**src/rtl/ex_mem_wb_pipe.sv**
```systemverilog
// EX/MEM and MEM/WB pipeline registers with a data-memory request/ack
// controller that freezes the front of the pipe during slow accesses.
module ex_mem_wb_pipe #(
  parameter int unsigned DATA_W = 32,
  parameter int unsigned REG_W  = 5,
  parameter int unsigned CNT_W  = 16
) (
  input  logic              clk_i,
  input  logic              rst_i,
  input  logic              EX_Valid_i,
  input  logic              EX_RegWrite_i,
  input  logic              EX_MemToReg_i,
  input  logic              EX_MemRead_i,
  input  logic              EX_MemWrite_i,
  input  logic [DATA_W-1:0] EX_ALUResult_i,
  input  logic [DATA_W-1:0] EX_WriteData_i,
  input  logic [REG_W-1:0]  EX_RegRD_i,
  output logic              MemReq_o,
  output logic              MemWe_o,
  output logic [DATA_W-1:0] MemAddr_o,
  output logic [DATA_W-1:0] MemWData_o,
  input  logic [DATA_W-1:0] MemRData_i,
  input  logic              MemAck_i,
  output logic              EM_RegWrite_o,
  output logic [REG_W-1:0]  EM_RegRD_o,
  output logic [DATA_W-1:0] EM_ALUResult_o,
  output logic              MW_RegWrite_o,
  output logic [REG_W-1:0]  MW_RegRD_o,
  output logic [DATA_W-1:0] MW_WBData_o,
  output logic              Stall_o,
  output logic [CNT_W-1:0]  StallCnt_o
);

  typedef enum logic {
    ST_RUN  = 1'b0,
    ST_WAIT = 1'b1
  } state_e;

  state_e state_q, state_d;

  logic              em_valid_q,     em_valid_d;
  logic              em_regwrite_q,  em_regwrite_d;
  logic              em_memtoreg_q,  em_memtoreg_d;
  logic              em_memread_q,   em_memread_d;
  logic              em_memwrite_q,  em_memwrite_d;
  logic [DATA_W-1:0] em_alu_q,       em_alu_d;
  logic [DATA_W-1:0] em_wdata_q,     em_wdata_d;
  logic [REG_W-1:0]  em_rd_q,        em_rd_d;

  logic              mw_regwrite_q,  mw_regwrite_d;
  logic [REG_W-1:0]  mw_rd_q,        mw_rd_d;
  logic [DATA_W-1:0] mw_wbdata_q,    mw_wbdata_d;

  logic [CNT_W-1:0]  stall_cnt_q,    stall_cnt_d;

  logic memop_c;
  logic stall_c;
  logic advance_c;

  // EM holds a real load/store; both MemRead and MemWrite set behaves as a store
  assign memop_c   = em_valid_q & (em_memread_q | em_memwrite_q);
  assign stall_c   = memop_c & ~MemAck_i;
  assign advance_c = ~stall_c;

  always_comb begin
    state_d       = state_q;
    em_valid_d    = em_valid_q;
    em_regwrite_d = em_regwrite_q;
    em_memtoreg_d = em_memtoreg_q;
    em_memread_d  = em_memread_q;
    em_memwrite_d = em_memwrite_q;
    em_alu_d      = em_alu_q;
    em_wdata_d    = em_wdata_q;
    em_rd_d       = em_rd_q;
    mw_regwrite_d = 1'b0;
    mw_rd_d       = '0;
    mw_wbdata_d   = '0;
    stall_cnt_d   = stall_cnt_q;

    case (state_q)
      ST_RUN:  if (stall_c)  state_d = ST_WAIT;
      ST_WAIT: if (MemAck_i) state_d = ST_RUN;
      default: state_d = ST_RUN;
    endcase

    // Pipe advances unless a memory access is still outstanding
    if (advance_c) begin
      if (EX_Valid_i) begin
        em_valid_d    = 1'b1;
        em_regwrite_d = EX_RegWrite_i & (EX_RegRD_i != '0);
        em_memtoreg_d = EX_MemToReg_i;
        em_memread_d  = EX_MemRead_i;
        em_memwrite_d = EX_MemWrite_i;
        em_alu_d      = EX_ALUResult_i;
        em_wdata_d    = EX_WriteData_i;
        em_rd_d       = EX_RegRD_i;
      end else begin
        em_valid_d    = 1'b0;
        em_regwrite_d = 1'b0;
        em_memtoreg_d = 1'b0;
        em_memread_d  = 1'b0;
        em_memwrite_d = 1'b0;
        em_alu_d      = '0;
        em_wdata_d    = '0;
        em_rd_d       = '0;
      end
      mw_regwrite_d = em_regwrite_q;
      mw_rd_d       = em_rd_q;
      mw_wbdata_d   = em_memtoreg_q ? MemRData_i : em_alu_q;
    end

    if (stall_c && (stall_cnt_q != {CNT_W{1'b1}})) begin
      stall_cnt_d = stall_cnt_q + CNT_W'(1);
    end
  end

  always_ff @(posedge clk_i or negedge rst_i) begin
    if (!rst_i) begin
      state_q       <= ST_RUN;
      em_valid_q    <= 1'b0;
      em_regwrite_q <= 1'b0;
      em_memtoreg_q <= 1'b0;
      em_memread_q  <= 1'b0;
      em_memwrite_q <= 1'b0;
      em_alu_q      <= '0;
      em_wdata_q    <= '0;
      em_rd_q       <= '0;
      mw_regwrite_q <= 1'b0;
      mw_rd_q       <= '0;
      mw_wbdata_q   <= '0;
      stall_cnt_q   <= '0;
    end else begin
      state_q       <= state_d;
      em_valid_q    <= em_valid_d;
      em_regwrite_q <= em_regwrite_d;
      em_memtoreg_q <= em_memtoreg_d;
      em_memread_q  <= em_memread_d;
      em_memwrite_q <= em_memwrite_d;
      em_alu_q      <= em_alu_d;
      em_wdata_q    <= em_wdata_d;
      em_rd_q       <= em_rd_d;
      mw_regwrite_q <= mw_regwrite_d;
      mw_rd_q       <= mw_rd_d;
      mw_wbdata_q   <= mw_wbdata_d;
      stall_cnt_q   <= stall_cnt_d;
    end
  end

  // Memory bus comes straight off the EM flops, so it is stable until ack
  assign MemReq_o       = memop_c & ((state_q == ST_RUN) || (state_q == ST_WAIT));
  assign MemWe_o        = em_memwrite_q;
  assign MemAddr_o      = em_alu_q;
  assign MemWData_o     = em_wdata_q;
  assign EM_RegWrite_o  = em_regwrite_q;
  assign EM_RegRD_o     = em_rd_q;
  assign EM_ALUResult_o = em_alu_q;
  assign MW_RegWrite_o  = mw_regwrite_q;
  assign MW_RegRD_o     = mw_rd_q;
  assign MW_WBData_o    = mw_wbdata_q;
  assign Stall_o        = stall_c;
  assign StallCnt_o     = stall_cnt_q;

endmodule

```
**config.mk**
```make
export PLATFORM = sky130hd
export DESIGN_NAME = ex_mem_wb_pipe
export DESIGN_NICKNAME = d
export VERILOG_FILES = /design/src/rtl/ex_mem_wb_pipe.sv
export SDC_FILE = /design/constraint.sdc
export NUM_CORES = 1
export LEC_CHECK = 0
export ABC_AREA = 1
export ABC_CLOCK_PERIOD_IN_PS = 2000
export BUFFER_PORTS_ARGS = -buffer_cell sky130_fd_sc_hd__buf_2
export CAP_MARGIN = 25
export CORE_ASPECT_RATIO = 1.25
export CORE_MARGIN = 1.5
export CORE_UTILIZATION = 47
export DETAILED_ROUTE_END_ITERATION = 10
export GPL_TIMING_DRIVEN = 0
export PLACE_DENSITY = 0.92
export SLEW_MARGIN = 30
export SYNTH_ARGS = -nofsm -noshare
export SYNTH_HDL_FRONTEND = slang
export SYNTH_SLANG_ARGS = --single-unit
```
**constraint.sdc**
```tcl
create_clock -name clk_i -period 2 [get_ports clk_i]
set_input_delay 0.2 -clock clk_i [delete_from_list [all_inputs] [get_ports clk_i]]
set_output_delay 0.2 -clock clk_i [all_outputs]
set_load 0.005 [all_outputs]
```
# After elaboration in Yosys (flattened, before gate mapping)
# Cells that the tools add are included.
# totals
mem_count	0
word_cells	33
mem_bits_rw	0
latch_bits	0
rom_bits	0
ff_bits	128
in_bits	109
# op_classes
muxes	12
n_eq_ne	1
reduce_logical	2
magnitude_cmp	0
multipliers	0
shifts	0
div_mod_pow	0
n_bitwise	5
n_addsub	1
# ops
cell	count
two-way mux 32 bit	4
adder 16 x 1 -> 16 bit, second input constant	1
inequality test 16 bit, second input constant	1
two-way mux 5 bit	2
two-way mux 1 bit	6
nonzero test 5 bit	1
bitwise AND 1 bit	3
logical AND 1 bit	1
inverter 1 bit	1
OR 1 bit	1

# Logic depth before layout (Yosys ltp)
# logic_depth
depth_word	4
ltp_mapped	9
depth_no_buf	9

# Least setup slack after synthesis
# No wires, ideal clock.
# synth_timing
kind	reg-to-reg
startpoint	reg stall_cnt_q[0] (netlist: StallCnt_o[0])
endpoint	reg stall_cnt_q[10] (netlist: StallCnt_o[10])
path_buffers	1
path_slack_ns	0.525
arrival_ns	1.401
stages_incl_launch_ff	10
cell_sequence	dfrtp_1 > ha_1 > nand3_4 > inv_2 > nand2_2 > nor2_2 > nor2_2 > buf_6 > nand2_2 > o21ai_2
# synth_via
elab_chain_cells	2
# synth_rtl
item	line_no	source
from (decl)	54	logic [CNT_W-1:0] stall_cnt_q, stall_cnt_d;
from (signal assigned)	145	stall_cnt_q <= stall_cnt_d;
parallel branches: the longest is 2 deep, another holds adder 16 x 1 -> 16 bit	n/a	
# Several ways; the timed one is not identified.
# A chain may end at the register's enable or synchronous reset.

# Worst setup path in the final report
# layout_timing
startpoint	reg em_memwrite_q (netlist: MemWe_o)
endpoint	out Stall_o
# layout_via
elab_chain_cells	3
# layout_rtl
item	line_no	source
from (decl)	45	logic em_memwrite_q, em_memwrite_d;
from (signal assigned)	138	em_memwrite_q <= em_memwrite_d;
OR 1 bit	61	assign memop_c = em_valid_q & (em_memread_q | em_memwrite_q);
bitwise AND 1 bit	61	
bitwise AND 1 bit	62	assign stall_c = memop_c & ~MemAck_i;
to (decl)	30	output logic Stall_o,
# No other way between the ends.

==> impl_metrics.ini <==
[die]
die_x_um = 103
pin_count = 268
core_um2 = 12100
die_y_um = 127
die-area_um2 = 13100
row_count = 45
start_util_pct = 48.1

[yosys]
synth_top_area_share_pct = 55.0
synth.area.top_cells = dfrtp_1, nand2_1, nand3_1, o21ai_0, inv_1
synth_cell_type_count = 23
netlist_instances = 699
syn_area_per_cell_um2 = 8.33
ys_warn_count = 0
yosys.area.top_type = dfrtp_1
yosysSeqAreaShare_pct = 55.0
syn_nets = 809
synth-seq-cells = 128
synth.cell_area_um2 = 5830

[cells_and_area]
fin_nets = 1096
final-seq-area_um2 = 3200
multi_input_area_um2 = 1850
drive_gt1_share_pct = 36.9
fillers = 1012
fin_util_pct = 66.6
areaGrowthSynthToFinish_pct = 38.3

[detailed_routing]
drcViolationCount = 0
viasPerCell = 4.81
avgRoutedWirePerCell_um = 14.8
drt-initial-drc-count = 221
totalWireLength_mm = 17.2
num_vias = 5601
ant_nets = 0
first_pass_iters = 5

[hold_path]
hold_start = EX_WriteData_i[6]
min_to = MemWData_o[6]$_DFFE_PN0N_
hold_class = in2reg
holdPathStages = 3

[global_routing]
grt_usage_pct = 26.8
grt_pass1_wl_mm = 26.6
overflow = 0
grt_pass1_vias = 5226
antenna_found_initial = 1
grt_max_degree = 66

[cts]
cts_buffer_depth = 2
post-cts-setup-buffers = 0
clockRootBuffer = clkbuf_16
clkTransAtPathRegs_ns = 0.05
cts_inserted_buffers = 17
insertion_delay_ns = 0.41
clock_sinks = 128
cts_max_level = 4
cts_tree = yes

[worst_setup_path]
crit_top_cell = buf_4
r2r_slack_ns = 0.36
crit_chain = inv_2 > nand2_1 > nand3_2 > buf_4 > inv_1 > buf_4 > buf_2
endpoint_kind = primary output
critPathMaxFanout = 10
reg2reg_to = StallCnt_o[11]$_DFFE_PN0P_
critPathSlowestCell = dfrtp_1
cp.required_ns = 1.80
startpoint_type = flip-flop
path_class = reg2out
r2r-start = StallCnt_o[0]$_DFFE_PN0P_
max_stage_delay_ns = 0.38
cp_data_arrival_time_ns = 1.61
r2r_cells = 9

[sta]
max_freq_ghz = 0.553
rsz0062_at_grt = false
maxSlewHeadroom_pct = 64.3
period_minus_slack_ns = 1.81
slew_violations = 0
fin_crit_sh_pct = 90.5
fin_setup_tns_ns = 0
tightestPinTransition_ns = 0.535
setup_ws_ns = 0.191
final-hold-violation-count = 0
report.final.setup_viol = 0
skew_ns = 0.00850

[pwr]
finalPower_mw = 7.75
power_density_nw_per_um2 = 962
ir_drop_v = 0.000568
power.leakage_nw = 4.75

[place]
pre_cts_ws_ns = 0.392
hpwl_mm = 12.6
portBuffers = 266
place.gp.congestion = 0.897

[job]
maxCapViolCount = 0

[run_status]
status = completed
[critical path: cells and delay by family (launching register included)]
| family | cells | cell delay (ns) |
|---|---|---|
| buf+inv | 5 | 0.67 |
| flops | 1 | 0.38 |
| simple gates | 2 | 0.14 |
[layout make-up]
cell class	instances	area share (%)
clock buffers	18	5.33
diodes	1	0.0311
well taps	164	2.55
plain buffers	69	5.28
flip-flops and latches	128	39.7
multi-input cells	410	23.0
repair buffers	268	17.1
clock inverters	14	2.67
inverters	92	4.29
[power by group]
group | total (mW) | switching [mW] | internal [mW]
sequential | 3.10 | 0.234 | 2.86
clock | 3.36 | 1.15 | 2.21
combinational | 1.29 | 0.708 | 0.584
[flip-flops by register name (all words and copies together) (netlist names)]
signal	count
EM_ALUResult_o	32
EM_RegRD_o	5
EM_RegWrite_o	1
MW_RegRD_o	5
MW_RegWrite_o	1
MW_WBData_o	32
MemWData_o	32
MemWe_o	1
StallCnt_o	16
em_memread_q	1
em_memtoreg_q	1
em_valid_q	1
[timing repair]
action,4_1_cts,5_1_grt
setup endpoints to repair,0,1
endpoints found under the hold margin,64,0
hold buffers,1,0
resized for setup,0,2
[stage by stage]
stage,instances,instance area (um^2),hold slack [ns]
CTS,1163,8050,0.00372
finish,1164,8060,0.0189
global placement,1129,7360,0.424
floorplan,699,5830,-0.0956
global route,1163,8060,0.0156
detailed placement,1130,7400,0.172
[synth_stat cells]
cell type  count
nand2_2        7
nand3_1       79
nor2_2         3
o21ai_2        6
xnor2_1        1
o21ai_0       70
inv_1         89
inv_2          3
clkbuf_1      12
nand2_1      212
buf_1          7
dfrtp_1      128
nor2_1        17
nand3_4        1
nand3_2        1
xor2_1         4
o21a_1         1
nand4_1        6
ha_1           1
buf_2         14
o21ai_1        1
buf_6          3
buf_4         33
[cells in the final DEF (no fill, tap or decap)]
cell type | synthesis | routed
buf_2 | 14 | 278
nand2_1 | 212 | 212
dfrtp_1 | 128 | 128
inv_1 | 89 | 89
nand3_1 | 79 | 79
o21ai_0 | 70 | 70
buf_4 | 33 | 34
nor2_1 | 17 | 17
clkbuf_16 | 0 | 17
clkbuf_1 | 12 | 13
buf_1 | 7 | 7
nand2_2 | 7 | 7
nand4_1 | 6 | 6
o21ai_2 | 6 | 6
bufinv_16 | 0 | 5
xor2_1 | 4 | 4
clkinv_4 | 0 | 4
inv_2 | 3 | 3
buf_6 | 3 | 3
nor2_2 | 3 | 3
clkinv_2 | 0 | 3
clkinvlp_4 | 0 | 2
diode_2 | 0 | 1
o21a_1 | 1 | 1
nand3_2 | 1 | 1
nand3_4 | 1 | 1
xnor2_1 | 1 | 1
o21ai_1 | 1 | 1
ha_1 | 1 | 1
dlygate4sd3_1 | 0 | 1
buf_8 | 0 | 1
buf_16 | 0 | 1
[how the worst max path moves through the flow]
| stage | startpoint | endpoint | slack (ns) |
|---|---|---|---|
| final | MemWe_o$_DFFE_PN0N_ | Stall_o | 0.19 |
| after global routing | MemWe_o$_DFFE_PN0N_ | Stall_o | 0.03 |
| after CTS | MemWe_o$_DFFE_PN0N_ | Stall_o | 0.06 |
| after detailed placement | StallCnt_o[0]$_DFFE_PN0P_ | StallCnt_o[8]$_DFFE_PN0P_ | 0.39 |
| after global placement | rst_i | MemWData_o[18]$_DFFE_PN0N_ | -0.96 |
| after floorplan | StallCnt_o[0]$_DFFE_PN0P_ | StallCnt_o[10]$_DFFE_PN0P_ | 0.53 |
[cells by family (layout without fill, tap and decap cells)]
family / after synthesis / count (layout) / synth area share, %
xor gates and xnor gates: 5 / 5 / 0.752
buffers and inverters: 161 / 461 / 13.2
AOI/OAI and AO/OA: 78 / 78 / 7.13
DFF: 128 / 128 / 55.0
adders and majority gates: 1 / 1 / 0.215
and+or+nand+nor: 326 / 326 / 23.7
other: 0 / 1 / 0
[routing by layer]
metal	up-vias	part of all wire [%]	global-route usage [%]
li1	2712	-	-
met1	2606	40	33.4
met2	253	52	44.1
met3	30	6.0	6.35
met4	0	2.2	11.8
met5	-	0	0
Power figures use the tool's default switching activity.
